$ cat config.mk
export PLATFORM = sky130hd
export DESIGN_NAME = tdc_window_classifier
export DESIGN_NICKNAME = d
export VERILOG_FILES = /design/src/rtl/tdc_window_classifier.sv
export SDC_FILE = /design/constraint.sdc
export NUM_CORES = 2
export LEC_CHECK = 0
export ABC_AREA = 0
export CAP_MARGIN = 15
export CORE_UTILIZATION = 60
export CTS_BUF_LIST = sky130_fd_sc_hd__clkbuf_4 sky130_fd_sc_hd__clkbuf_8
export CTS_CLUSTER_DIAMETER = 50
export DETAILED_ROUTE_END_ITERATION = 6
export GPL_TIMING_DRIVEN = 0
export HOLD_SLACK_MARGIN = 0.02
export PLACE_DENSITY = 0.81
export SLEW_MARGIN = 20
export SYNTH_ARGS = -nofsm -noshare
export SYNTH_HDL_FRONTEND = slang
export SYNTH_SLANG_ARGS = --single-unit
$ cat constraint.sdc
create_clock -name clk -period 8.4 [get_ports clk]
set_clock_uncertainty 0.2 [all_clocks]
set_input_delay 1.68 -clock clk [delete_from_list [all_inputs] [get_ports clk]]
set_output_delay 1.68 -clock clk [all_outputs]
set_load 0.01 [all_outputs]
$ cat src/rtl/tdc_window_classifier.sv
// -----------------------------------------------------------------------------
// tdc_window_classifier
//   Multi-channel fine-time leading-edge decoder with per-channel time-window
//   classification and saturating per-window hit counters.
//
//   Every channel delivers a TAPS-bit thermometer-like sample word. An edge
//   at tap k is a run of EDGE_LEN ones starting at k and followed by a zero.
//   Tap indices wrap around the word. The pipeline is two cycles deep:
//     stage 1 : registered per-tap edge decode (gated by samp_vld)
//     stage 2 : registered edge_vld / edge_pos / edge_multi / match pulses
//
// Ports
//   clk        : system clock, all logic on rising edge
//   rst        : synchronous active-high reset
//   samp       : NCH packed sample words, channel c = samp[c*TAPS +: TAPS]
//   samp_vld   : per-channel "word is a new hit"
//   edge_vld   : per-channel 1-cycle pulse, at least one edge decoded
//   edge_pos   : per-channel 5-bit lowest decoded edge index
//   edge_multi : per-channel, more than one edge in the word
//   match      : match[c*NWIN+w], enabled window w hit on channel c
//   DataIn     : bus write data
//   DataOut    : bus read data, 0 when not addressed
//   Address    : bus address, channel c slot s at BASE + c*8 + s
//   Read/Write : bus strobes
//   ack        : 1-cycle pulse the cycle after an addressed access
//
// Register map per channel
//   slot 0          CFG   [NWIN-1:0] window enables, bit31 write-1 clears counters
//   slot 1..NWIN    MASKw (TAPS bits, RW)
//   slot 5..4+NWIN  CNTw  (16 bits, RO)
// -----------------------------------------------------------------------------
module tdc_window_classifier #(
  parameter int          NCH      = 4,
  parameter int          TAPS     = 32,
  parameter int          NWIN     = 3,
  parameter int          EDGE_LEN = 3,
  parameter logic [7:0]  BASE     = 8'h00
) (
  input  logic                   clk,
  input  logic                   rst,
  input  logic [NCH*TAPS-1:0]    samp,
  input  logic [NCH-1:0]         samp_vld,
  output logic [NCH-1:0]         edge_vld,
  output logic [NCH*5-1:0]       edge_pos,
  output logic [NCH-1:0]         edge_multi,
  output logic [NCH*NWIN-1:0]    match,
  input  logic [31:0]            DataIn,
  output logic [31:0]            DataOut,
  input  logic [7:0]             Address,
  input  logic                   Read,
  input  logic                   Write,
  output logic                   ack
);

  localparam logic [TAPS-1:0] ONE_T = {{(TAPS-1){1'b0}}, 1'b1};

  function automatic logic [TAPS-1:0] f_mask_rst(input int w);
    logic [31:0] l_v;
    case (w)
      0:       l_v = 32'hFFFF_FFFF;
      1:       l_v = 32'h0000_F000;
      default: l_v = 32'h0F00_0000;
    endcase
    return l_v[TAPS-1:0];
  endfunction

  // configuration and status
  logic [NWIN-1:0]  r_cfg  [NCH];
  logic [TAPS-1:0]  r_mask [NCH][NWIN];
  logic [15:0]      r_cnt  [NCH][NWIN];

  // pipeline
  logic [TAPS-1:0]       r_decode [NCH];
  logic [NCH-1:0]        r_edge_vld;
  logic [NCH*5-1:0]      r_edge_pos;
  logic [NCH-1:0]        r_edge_multi;
  logic [NCH*NWIN-1:0]   r_match;
  logic                  r_ack;

  logic [TAPS-1:0]  w_decode [NCH];
  logic [NCH-1:0]   w_any;
  logic [4:0]       w_pos   [NCH];
  logic [NCH-1:0]   w_multi;
  logic [NWIN-1:0]  w_match [NCH];

  // bus decode
  logic [8:0]       w_diff;
  logic             w_hit;
  logic [2:0]       w_ch;
  logic [2:0]       w_slot;
  logic [NCH-1:0]   w_wr_ch;
  logic [NCH-1:0]   w_clr;
  logic [31:0]      w_rdata;

  // ---------------------------------------------------------------------------
  // Stage 1: wrap-around edge decode
  // ---------------------------------------------------------------------------
  always_comb begin
    w_decode = '{default: '0};
    for (int c = 0; c < NCH; c++) begin
      for (int k = 0; k < TAPS; k++) begin
        logic l_run;
        l_run = 1'b1;
        for (int i = 0; i < EDGE_LEN; i++) begin
          l_run = l_run & samp[c*TAPS + ((k + i) % TAPS)];
        end
        w_decode[c][k] = samp_vld[c] & l_run & ~samp[c*TAPS + ((k + EDGE_LEN) % TAPS)];
      end
    end
  end

  // ---------------------------------------------------------------------------
  // Stage 2: priority encode, multi-edge detect, window classification.
  // Uses the live CFG/MASK registers, so a write lands on the following word.
  // ---------------------------------------------------------------------------
  always_comb begin
    w_any   = '0;
    w_multi = '0;
    w_pos   = '{default: '0};
    w_match = '{default: '0};
    for (int c = 0; c < NCH; c++) begin
      w_any[c] = |r_decode[c];
      // clearing the lowest set bit leaves something only if >1 bit was set
      w_multi[c] = |(r_decode[c] & (r_decode[c] - ONE_T));
      for (int k = TAPS - 1; k >= 0; k--) begin
        if (r_decode[c][k]) w_pos[c] = 5'(k);
      end
      for (int w = 0; w < NWIN; w++) begin
        w_match[c][w] = (|(r_decode[c] & r_mask[c][w])) & r_cfg[c][w];
      end
    end
  end

  // ---------------------------------------------------------------------------
  // Bus address decode and read mux
  // ---------------------------------------------------------------------------
  always_comb begin
    // 9-bit subtract: bit 8 set means Address is below BASE
    w_diff  = {1'b0, Address} - {1'b0, BASE};
    w_hit   = !w_diff[8] && (w_diff[7:0] < 8'(NCH*8));
    w_ch    = w_diff[5:3];
    w_slot  = w_diff[2:0];
    w_wr_ch = '0;
    w_clr   = '0;
    w_rdata = '0;
    for (int c = 0; c < NCH; c++) begin
      if (w_hit && (w_ch == 3'(c))) begin
        w_wr_ch[c] = Write;
        w_clr[c]   = Write && (w_slot == 3'd0) && DataIn[31];
        if (Read) begin
          if (w_slot == 3'd0) w_rdata = 32'(r_cfg[c]);
          for (int w = 0; w < NWIN; w++) begin
            if (w_slot == 3'(w + 1)) w_rdata = 32'(r_mask[c][w]);
            if (w_slot == 3'(w + 5)) w_rdata = {16'h0, r_cnt[c][w]};
          end
        end
      end
    end
  end

  // ---------------------------------------------------------------------------
  // Sequential state
  // ---------------------------------------------------------------------------
  always_ff @(posedge clk) begin
    if (rst) begin
      r_decode     <= '{default: '0};
      r_edge_vld   <= '0;
      r_edge_pos   <= '0;
      r_edge_multi <= '0;
      r_match      <= '0;
      r_ack        <= 1'b0;
      for (int c = 0; c < NCH; c++) begin
        r_cfg[c] <= '1;
        for (int w = 0; w < NWIN; w++) begin
          r_mask[c][w] <= f_mask_rst(w);
          r_cnt[c][w]  <= '0;
        end
      end
    end else begin
      r_ack <= (Read || Write) && w_hit;
      for (int c = 0; c < NCH; c++) begin
        r_decode[c]           <= w_decode[c];
        r_edge_vld[c]         <= w_any[c];
        r_edge_pos[c*5 +: 5]  <= w_pos[c];
        r_edge_multi[c]       <= w_multi[c];
        r_match[c*NWIN +: NWIN] <= w_match[c];

        if (w_wr_ch[c]) begin
          if (w_slot == 3'd0) r_cfg[c] <= DataIn[NWIN-1:0];
          for (int w = 0; w < NWIN; w++) begin
            if (w_slot == 3'(w + 1)) r_mask[c][w] <= DataIn[TAPS-1:0];
          end
        end

        // counters advance with the match pulse being registered; clear wins
        for (int w = 0; w < NWIN; w++) begin
          if (w_clr[c]) begin
            r_cnt[c][w] <= '0;
          end else if (w_match[c][w] && (r_cnt[c][w] != 16'hFFFF)) begin
            r_cnt[c][w] <= r_cnt[c][w] + 16'd1;
          end
        end
      end
    end
  end

  assign edge_vld   = r_edge_vld;
  assign edge_pos   = r_edge_pos;
  assign edge_multi = r_edge_multi;
  assign match      = r_match;
  assign ack        = r_ack;
  assign DataOut    = w_rdata;

endmodule

==> results <==
- The area of the mapped netlist is 38400 um^2.
- For this run, the total global-route usage over all layers was measured as 0.534.
- For the pin with the worst max-slew slack, the measured transition is 1.32 ns.
- Leaving out fill and tap cells, the most frequent cells in the layout are edfxtp_1 (572), nor2_1 (526), nand2_1 (300), clkdlybuf4s50_1 (244), a22oi_1 (194).
- The detailed router put a total of 59400 um of wire on met1.
- The synthesized net count is 3954.
- The via count of the routed design is 37600.
- Counting I/O delays and the setup requirement, the final critical path takes 8.73 ns.
- Relative to the synthesized area, the layout overhead comes to 17.0%.
- In this run the worst setup path begins at Address[1].
- The initial antenna violation count was 15.
- In the synthesized netlist the dominant register cell turns out to be edfxtp_1.
- For this run, asynchronously set or reset flops after synthesis account for 0.
- For the final routed database, the setup TNS stands at -1.42 ns.
- The tree is rooted in a clkbuf_8.
- The pre-CTS setup slack is 0.256 ns.
- In the routed design, unresolved DRC markers number 10.
- At the end of routability-driven placement, the weighted congestion stood at 1.12.
- After the first detailed-routing iteration, the DRC count stood at 7877.
- The area occupied by registers is 20900 um^2.
- The wire length of the first global-routing pass is 240000 um.
- The normalized max-slew margin is 0.106.
- The reg-to-reg setup timing slack is 3.92 ns.
- Synthesis produced 3766 cells.
- For this configuration, the core starts out at a cell density of 0.608.
- The ratio of routed vias to standard cells is 7.37.
- The clock tree synthesis step divided the H-tree into 4 levels.
- The area occupied by multi-input gates is 16400 um^2.
- For this run, the register share of the synthesized area comes to 0.544.
- The total setup violations reported at the end of the flow is 8.
- Dividing total power by cell area gives a power density of 197 nW/um^2.
- The startpoint type of the worst setup path is an input pin.
- The required arrival time at the worst endpoint is 6.52 ns.
- For this design the static power due to leakage is 15.4 nW.
- In this run the worst path has a maximum fanout of 10.
- The data arrival time of the critical path is 6.85 ns.
- The clock-pin slew on the worst setup and hold paths is 0.08 ns.
- TritonCTS built the clock tree.
- The number of endpoints with negative hold slack in the final report is 0.
- The worst hold path terminates at r_cnt[0][41]$_SDFFE_PP0P_.
- The hold buffer count at CTS is 0.
- The type of the worst setup path is in2out.
- Routed signal wires occupy layers up through met5.
- During synthesis, Yosys emitted a total of 0 warnings.
- The die outline area is 64900 um^2.
- Entering global routing, the biggest net connects 33 pins.
- For this run, the post-layout net count is 4344.
- The deepest clock path buffer count is 3.
- The share of the clock period used by the worst path after layout is 1.04.
- The via count of the first global-routing pass was 34000.
- The placeable core area is 63100 um^2.
- The number of pins with negative max-slew slack in the final report is 0.
- The minimum setup slack in the final design is -0.333 ns.
- The average wire per standard cell is 34.7 um.
- The checks that failed: design-rule violations, negative setup slack.
- Along the worst hold path, the cell count comes to 2.
- The x dimension of the die is 255 um.
- The wire length on met2 is 70300 um.
- The final routed wirelength across all metal layers is 177000 um.
- The number of clock sinks seen by CTS is 757.
- The final global-route overflow total is 0.
- The reg-to-reg critical path startpoint is r_decode[51]$_SDFF_PP0_.
- The worst min-delay path category is reg2reg.
- Dividing the synthesized area by the synthesized cell count gives 10.2 um^2.
- Detailed routing placed a total of 33100 um of wire on met3.
- The number of max-capacitance violations reported is 0.
- Buffers added to address setup during post-CTS repair amount to 0.
- Leaving out fill and tap cells, the most frequent cell in the layout is edfxtp_1.
- In the final layout, the share of cells above drive strength 1 is 0.0821.
- The timing-limited maximum frequency is 0.115 GHz.
- The endpoint identified for the worst register-to-register timing path is r_cnt[2][43]$_SDFFCE_PN0P_.
- The HPWL after detailed placement is 132000 um.
- In this run, CTS created clock tree buffers numbering 130.
- In this run, distinct cell masters in the synthesized netlist total 85.
- The initialized floorplan defines 92 standard-cell rows.
- The height of the die is 255 um.
- The first-pass detailed-route iteration total is 7.
- The depth of the worst register-to-register path is 9.
- Synthesis inferred 757 register bits.
- The count of flip-flops with a built-in enable after synthesis is 572.
- The total of fill cells in the finished design is 4519.
- The peak supply drop is 0.154 mV.
- The clock reaches the later pin of the worst-skew pair after 0.82 ns.
- The boundary pin count is 249.
- Setup repair after global routing left no endpoint under its margin.
- The total power after layout is 8.83 mW.
- Once the clock tree was built, the resizer swapped 0 gates to a different size.
- The startpoint of the tightest hold check path is r_cnt[0][41]$_SDFFE_PP0P_.
- The run finished, with violations left.
- The endpoint type of the worst setup path is an output pin.
- The number of routed nets with antenna violations is 0.
- Buffers placed on the I/O ports in this run total 244.
[state kept, by name (all words and copies together) (netlist names)]
signal,count
edge_vld,4
ack,1
r_cfg,12
edge_pos,20
edge_multi,4
r_decode,128
r_mask,384
r_cnt,192
match,12
[report_power, final]
part           switching, mW  internal [mW]  leakage [nW]  total (mW)
Clock                   1.64           1.76          1.34        3.39
Combinational          0.615          0.329          6.91       0.944
Sequential             0.269           4.22          7.18        4.49
[cells by family after synthesis]
kind of cell | Yosys count | synth area share
buf+inv | 323 | 0.0331
flops | 757 | 0.544
xor+xnor | 165 | 0.0377
fa+ha+maj | 21 | 0.00626
compound gates | 817 | 0.150
simple gates | 1591 | 0.203
mux | 92 | 0.0254
[how the worst max path moves through the flow]
stage                  end  depth (start not counted)
6_report        DataOut[1]                         10
5_1_grt        DataOut[10]                         11
4_1_cts        DataOut[13]                         10
3_5_place_dp   DataOut[13]                         10
3_3_place_gp   DataOut[13]                         10
2_1_floorplan  DataOut[13]                          7
[stage by stage]
stage	instance area, um^2	utilization	std cells	hold WS, ns
after floorplan	38400	-	3766	0.261
after global placement	41900	0.664	4856	0.280
after detailed placement	42300	0.670	4870	0.297
after CTS	44800	0.711	5095	0.306
after global routing	44800	0.711	5097	0.347
final	44900	0.712	5111	0.323
[final cells by class]
| cell class | instances | area share |
|---|---|---|
| multi-input combinational | 2686 | 0.365 |
| clock inverter | 53 | 0.00833 |
| clock buffer | 172 | 0.0483 |
| buffer | 267 | 0.0240 |
| tap | 846 | 0.0236 |
| inverter | 56 | 0.00468 |
| timing repair buffer | 258 | 0.0604 |
| antenna | 16 | 0.000892 |
| sequential | 757 | 0.465 |
[Yosys cell counts (9+ instances only)]
library cell,n,area share
ha_1,12,0.0039
buf_1,30,0.0029
xnor2_1,60,0.014
a221oi_1,58,0.013
o21ai_0,102,0.013
a31oi_1,20,0.0033
nor4bb_1,10,0.0026
o22ai_1,32,0.0052
mux2i_1,59,0.015
or4_1,10,0.0020
a222oi_1,12,0.0031
nor2b_1,17,0.0028
dfxtp_1,185,0.097
o22a_1,13,0.0030
buf_2,36,0.0047
nor2_1,526,0.051
nand2_1,300,0.029
o211ai_1,12,0.0023
nand2b_1,100,0.016
xor2_1,105,0.024
nor4_1,21,0.0034
and2_1,155,0.025
o41ai_1,10,0.0023
a22o_1,40,0.0091
a22oi_1,194,0.038
and3_1,42,0.0068
a21oi_1,160,0.021
a211oi_1,17,0.0033
nand4_1,65,0.011
inv_1,56,0.0055
o21bai_1,9,0.0018
or3_1,30,0.0049
o31ai_1,16,0.0031
o32ai_1,17,0.0039
maj3_1,9,0.0023
nand3_1,92,0.012
clkbuf_1,197,0.019
mux2_2,32,0.0094
nor3_1,174,0.023
o221ai_1,38,0.0087
edfxtp_1,572,0.45
[critical path: stages]
cell	delay, ns
clkdlybuf4s50_1	0.61
buf_2	0.30
buf_1	0.65
clkdlybuf4s15_1	0.92
clkbuf_1	0.82
a21oi_1	0.16
a21oi_1	0.18
o211ai_1	0.43
o211ai_1	0.44
clkdlybuf4s50_1	0.63
[layer usage]
metal	track usage	vias to the layer above
met5	0.00150	-
met4	0.341	14
met3	0.275	942
met2	0.733	4106
met1	0.657	17700
li1	-	14800
Power figures use the tool's default switching activity.
